$ cat src/rtl/lane_swap_pkg.sv
// Shared constants for the lane swapper: permutation mode encodings and the
// rotate-amount width derivation.
package lane_swap_pkg;

    localparam logic [1:0] MODE_PASS = 2'd0;
    localparam logic [1:0] MODE_PAIR = 2'd1;
    localparam logic [1:0] MODE_REV  = 2'd2;
    localparam logic [1:0] MODE_ROT  = 2'd3;

    // Rotate field is wide enough to name any lane, but never narrower than 1 bit.
    function automatic int rot_w(input int num_lanes);
        return (num_lanes <= 2) ? 1 : $clog2(num_lanes);
    endfunction

endpackage

$ cat src/rtl/lane_permute.sv
// Combinational lane permutation: each output lane picks its source lane from
// the mode and rotate amount.
module lane_permute
    import lane_swap_pkg::*;
#(
    parameter  int LANE_W    = 4,
    parameter  int NUM_LANES = 2,
    localparam int DATA_W    = LANE_W * NUM_LANES,
    localparam int ROT_W     = rot_w(NUM_LANES)
) (
    input  logic [DATA_W-1:0] data,
    input  logic [1:0]        mode,
    input  logic [ROT_W-1:0]  rot,
    output logic [DATA_W-1:0] permuted
);

    for (genvar gi = 0; gi < NUM_LANES; gi++) begin : g_lane
        // With an odd lane count the last lane has no partner and stays put.
        localparam int PAIR_SRC = ((NUM_LANES % 2 == 1) && (gi == NUM_LANES - 1)) ? gi : (gi ^ 1);
        localparam int REV_SRC  = NUM_LANES - 1 - gi;

        int w_src;

        always_comb begin
            w_src = gi;
            unique case (mode)
                MODE_PASS: w_src = gi;
                MODE_PAIR: w_src = PAIR_SRC;
                MODE_REV:  w_src = REV_SRC;
                MODE_ROT:  w_src = (gi + NUM_LANES - (int'(rot) % NUM_LANES)) % NUM_LANES;
                default:   w_src = gi;
            endcase
        end

        assign permuted[gi*LANE_W +: LANE_W] = data[w_src*LANE_W +: LANE_W];
    end

endmodule

$ cat src/rtl/lane_swapper.sv
// Handshaked lane permuter: permute in front of a registered output stage with
// a one-entry skid buffer, plus a saturating delivered-beat counter.
module lane_swapper
    import lane_swap_pkg::*;
#(
    parameter  int LANE_W    = 4,
    parameter  int NUM_LANES = 2,
    parameter  int CNT_W     = 16,
    localparam int DATA_W    = LANE_W * NUM_LANES,
    localparam int ROT_W     = rot_w(NUM_LANES)
) (
    input  logic              clk,
    input  logic              reset,
    input  logic [DATA_W-1:0] in_data,
    input  logic [1:0]        in_mode,
    input  logic [ROT_W-1:0]  in_rot,
    input  logic              in_valid,
    output logic              in_ready,
    output logic [DATA_W-1:0] out_data,
    output logic              out_valid,
    input  logic              out_ready,
    output logic [CNT_W-1:0]  beat_count
);

    logic [DATA_W-1:0] w_perm;
    logic              w_accept;
    logic              w_deliver;
    logic              w_out_free;

    logic [DATA_W-1:0] r_out_data;
    logic              r_out_valid;
    logic [DATA_W-1:0] r_skid_data;
    logic              r_skid_valid;
    logic [CNT_W-1:0]  r_beat_count;

    lane_permute #(
        .LANE_W    (LANE_W),
        .NUM_LANES (NUM_LANES)
    ) u_permute (
        .data     (in_data),
        .mode     (in_mode),
        .rot      (in_rot),
        .permuted (w_perm)
    );

    // in_ready comes straight from the skid flag, so it never depends on out_ready.
    assign w_accept   = in_valid && !r_skid_valid;
    assign w_deliver  = r_out_valid && out_ready;
    assign w_out_free = !r_out_valid || out_ready;

    always_ff @(posedge clk) begin
        if (reset) begin
            r_out_data   <= '0;
            r_out_valid  <= 1'b0;
            r_skid_data  <= '0;
            r_skid_valid <= 1'b0;
            r_beat_count <= '0;
        end else begin
            if (w_out_free) begin
                if (r_skid_valid) begin
                    r_out_data   <= r_skid_data;
                    r_out_valid  <= 1'b1;
                    r_skid_valid <= 1'b0;
                end else if (w_accept) begin
                    r_out_data  <= w_perm;
                    r_out_valid <= 1'b1;
                end else begin
                    r_out_valid <= 1'b0;
                end
            end else if (w_accept) begin
                // Output is stalled: park the beat until the consumer drains.
                r_skid_data  <= w_perm;
                r_skid_valid <= 1'b1;
            end

            if (w_deliver && (r_beat_count != {CNT_W{1'b1}})) begin
                r_beat_count <= r_beat_count + CNT_W'(1);
            end
        end
    end

    assign in_ready   = !r_skid_valid;
    assign out_data   = r_out_data;
    assign out_valid  = r_out_valid;
    assign beat_count = r_beat_count;

endmodule
$ cat config.mk
export PLATFORM = sky130hd
export DESIGN_NAME = lane_swapper
export DESIGN_NICKNAME = d
export VERILOG_FILES = /design/src/rtl/lane_swap_pkg.sv /design/src/rtl/lane_permute.sv /design/src/rtl/lane_swapper.sv
export SDC_FILE = /design/constraint.sdc
export NUM_CORES = 1
export LEC_CHECK = 0
export BUFFER_PORTS_ARGS = -buffer_cell sky130_fd_sc_hd__buf_2
export CORE_MARGIN = 2
export CORE_UTILIZATION = 35
export CTS_CLUSTER_DIAMETER = 60
export DETAILED_ROUTE_END_ITERATION = 7
export GPL_TIMING_DRIVEN = 0
export PLACE_DENSITY = 0.55
export SETUP_SLACK_MARGIN = 0.5
export SYNTH_ARGS = -nofsm -noshare
export SYNTH_HDL_FRONTEND = slang
export SYNTH_SLANG_ARGS = --single-unit
$ cat constraint.sdc
create_clock -name clk -period 1.55 [get_ports clk]
set_input_delay 0.155 -clock clk [delete_from_list [all_inputs] [get_ports clk]]
set_output_delay 0.155 -clock clk [all_outputs]
set_load 0.02 [all_outputs]
==> results.sh <==
export IMPL_clock_sinks=34
export IMPL_drt_first_pass_iters=4
export IMPL_dieArea_mm2=0.00526
export IMPL_powerDensity_mw_per_mm2=680
export IMPL_synthFlopType="dfxtp_1"
export IMPL_antenna_found_initial=0
export IMPL_leakage_nw=1.13
export IMPL_end_kind="register"
export IMPL_cts_buffers=5
export IMPL_dpl_cell_count=284
export IMPL_cp_max_fo=3
export IMPL_max_cap_violations=0
export IMPL_numPortBuffers=40
export IMPL_grt_max_degree=11
export IMPL_antenna_cells=0
export IMPL_seq_area_um2=738
export IMPL_violations="negative setup slack"
export IMPL_gr_usage_all_layers_pct=19.3
export IMPL_dpl_hpwl_um=3220
export IMPL_drv_slew=0
export IMPL_die_h_um=72.5
export IMPL_fillers=367
export IMPL_syn2layout_area_growth_pct=76.0
export IMPL_post_route_period_util_pct=110
export IMPL_power_frac_clock_pct=35.3
export IMPL_grt_pass1_vias=1708
export IMPL_worstRegToRegCells=4
export IMPL_switching_share_pct=28.3
export IMPL_setup_violations=6
export IMPL_outcome="complete, but fails checks"
export IMPL_worst_slew_pin_slew_ns=0.407
export IMPL_drc=0
export IMPL_antenna_left=0
export IMPL_core_mm2=0.00444
export IMPL_drtIter0Drc=78
export IMPL_via_count=1877
export IMPL_htreeDepth=2
export IMPL_die_w_um=72.5
export IMPL_finalInstanceArea_mm2=0.00289
export IMPL_synth_edf_count=0
export IMPL_vdd_drop_max_uv=365
export IMPL_cts_tree="yes"
export IMPL_root_buffer="clkbuf_8"
export IMPL_async_flop_share_pct=0
export IMPL_pwr_share_seq_pct=46.1
export IMPL_clockBufferDepth=2
export IMPL_dp_worst_setup_slack_ns=-0.193
export IMPL_fin_ws_ns=-0.157
export IMPL_num_rows=24
export IMPL_cp_required_ns=1.73
export IMPL_synth_nets=210
export IMPL_period_needed_ns=1.71
export IMPL_total_power_mw=1.97
export IMPL_syn_cell_area_mm2=0.00164
export IMPL_yosysWarningCount=0
export IMPL_power_frac_comb_pct=18.6
export IMPL_start_util_pct=37.0
export IMPL_multi_input_area_mm2=0.00124
export IMPL_hold_path_class="in -> reg"
export IMPL_seq_area_frac_synth_pct=41.4
export IMPL_avgSynthCellArea_um2=8.56
export IMPL_synth_cell_types=36
export IMPL_rsz0062_at_grt="true"
export IMPL_routed_wirelength_um=5320
export IMPL_startpoint_type="register"
export IMPL_finalNonFillerCells=332
export IMPL_worstHoldPathCells=3
export IMPL_crit_type="reg -> reg"
export IMPL_clock_fmax_mhz=586
export IMPL_max_slew_margin_rel_pct=72.4
export IMPL_grt_pass1_wl_um=7850
export IMPL_drive_gt1_share_pct=61.1
export IMPL_finalHoldViolCount=0
export IMPL_routedWlPerCell_um=16.0
export IMPL_gp_congestion=0.780
export IMPL_clk_latency_ns=0.29
export IMPL_synth_cells=192
export IMPL_clk_pin_slew_ns=0.07
export IMPL_via_per_inst=5.65
export IMPL_p_switching_mw=0.556
export IMPL_skew_ns=0.00541
export IMPL_placed_area_mm2=0.00208
export IMPL_synth_seq_cells=34
export IMPL_arrival_ns=1.88
export IMPL_cts_hold_buf=0
export IMPL_final_nets=297
export IMPL_design_portCount=41
export IMPL_p_int_mw=1.41
export IMPL_grt_overflow=0
==> metal layers <==
layer | routed length (um) | share of wire (%) | GRT usage (%) | vias up
met5 | 0 | 0 | 0 | -
met4 | 63 | 1.2 | 4.94 | 0
met3 | 233 | 4.4 | 4.17 | 8
met2 | 2640 | 50 | 32.8 | 55
met1 | 2380 | 45 | 24.9 | 907
li1 | - | - | - | 907
==> per-stage QoR <==
stage	util [%]	hold WS (ns)	setup TNS, ns
after floorplan	-	0.314	-0.149
after global placement	46.9	0.444	-1.00
after detailed placement	46.9	0.448	-1.38
after CTS	56.8	0.138	-0.484
after global routing	65.1	0.165	-1.36
final	65.1	0.158	-0.671
==> worst max-delay path: stages (launching register included) <==
cell     delay [ns]
dfxtp_4        0.36
nand4_1        0.19
or4_4          0.58
nor3_2         0.15
mux2_4         0.31
==> placed cells by master (no fill, tap or decap), types with 3 or more instances in the layout <==
cell type / Yosys / final
a211oi_2: 0 / 3
a21oi_1: 16 / 9
a21oi_2: 0 / 5
a22o_1: 4 / 4
a311oi_1: 5 / 4
a32o_1: 4 / 4
buf_2: 0 / 27
buf_4: 0 / 25
buf_6: 0 / 27
clkbuf_2: 0 / 4
clkbuf_8: 0 / 8
dfxtp_1: 34 / 16
dfxtp_2: 0 / 4
dfxtp_4: 0 / 14
inv_1: 10 / 6
mux2i_2: 0 / 4
nand2_1: 13 / 12
nand2b_1: 6 / 5
nand3_1: 6 / 4
nand4_1: 4 / 4
nor2_1: 16 / 5
nor2_2: 0 / 3
nor2_4: 0 / 8
nor3_1: 6 / 3
o21ai_0: 15 / 4
o21ai_1: 0 / 6
o21ai_2: 0 / 5
o311ai_1: 0 / 4
o31ai_1: 4 / 3
or3_1: 8 / 5
or3_4: 0 / 3
or4_1: 4 / 3
==> power by group through the flow <==
stage                     Combinational (mW)  Clock [mW]  Sequential, mW
final                                  0.365       0.695           0.907
after CTS                              0.286       0.701           0.904
after detailed placement               0.263           0           0.924
after global routing                   0.388       0.746           0.910
after global placement                 0.255           0           0.923
after floorplan                        0.148           0           0.948
==> logic make-up after synthesis <==
group	Yosys count	share of synthesized area [%]
compound gates	59	23.9
xor+xnor	1	0.533
fa+ha+maj	3	2.29
buf+inv	17	3.88
flops	34	41.4
mux	6	3.73
simple gates	72	24.2
==> state kept, by name, indices dropped and copies added (netlist names) <==
| register | count |
|---|---|
| out_valid | 1 |
| beat_count | 16 |
| r_skid_valid | 1 |
| out_data | 8 |
| r_skid_data | 8 |
==> final timing paths <==
check | slack, ns | endpoint | start
setup / recovery | -0.16 | beat_count[15]$_SDFFE_PP0P_ | beat_count[4]$_SDFFE_PP0P_
hold / removal | 0.16 | r_skid_data[0]$_SDFFE_PP0P_ | in_data[4]
setup reg to reg | -0.16 | beat_count[15]$_SDFFE_PP0P_ | beat_count[4]$_SDFFE_PP0P_
hold reg to reg | 0.47 | out_data[2]$_SDFFE_PP0P_ | out_data[2]$_SDFFE_PP0P_
==> Yosys cell counts, types with 3 or more instances <==
cell,instances,area [um2]
or4_1,4,30.0
dfxtp_1,34,681
nand3_1,6,30.0
nand4_1,4,25.0
a211oi_1,4,30.0
clkbuf_1,6,22.5
nor3_1,6,30.0
ha_1,3,37.5
nand2_1,13,48.8
mux2i_1,5,50.1
a21oi_1,16,80.1
inv_1,10,37.5
nor2_1,16,60.1
a22o_1,4,35.0
or3_1,8,50.1
o311ai_0,4,35.0
o31ai_1,4,30.0
o21ai_0,15,75.1
a32o_1,4,40.0
a311oi_1,5,43.8
nand2b_1,6,37.5
==> cell type report <==
class,instances,area share (%)
Inverter,10,1.90
Clock inverter,1,0.173
Clock buffer,7,2.99
Multi-Input combinational cell,141,42.8
Timing Repair Buffer,80,22.3
Tap cell,52,2.25
Sequential cell,34,25.5
Buffer,7,2.08
==> what timing repair did <==
| item | CTS | global route |
|---|---|---|
| gates cloned | 2 | 0 |
| resized for setup | 49 | 81 |
| pin swaps | 17 | 24 |
| buffers inserted | 21 | 17 |
| endpoints found under the setup margin | 34 | 43 |
Power figures use the tool's default switching activity.
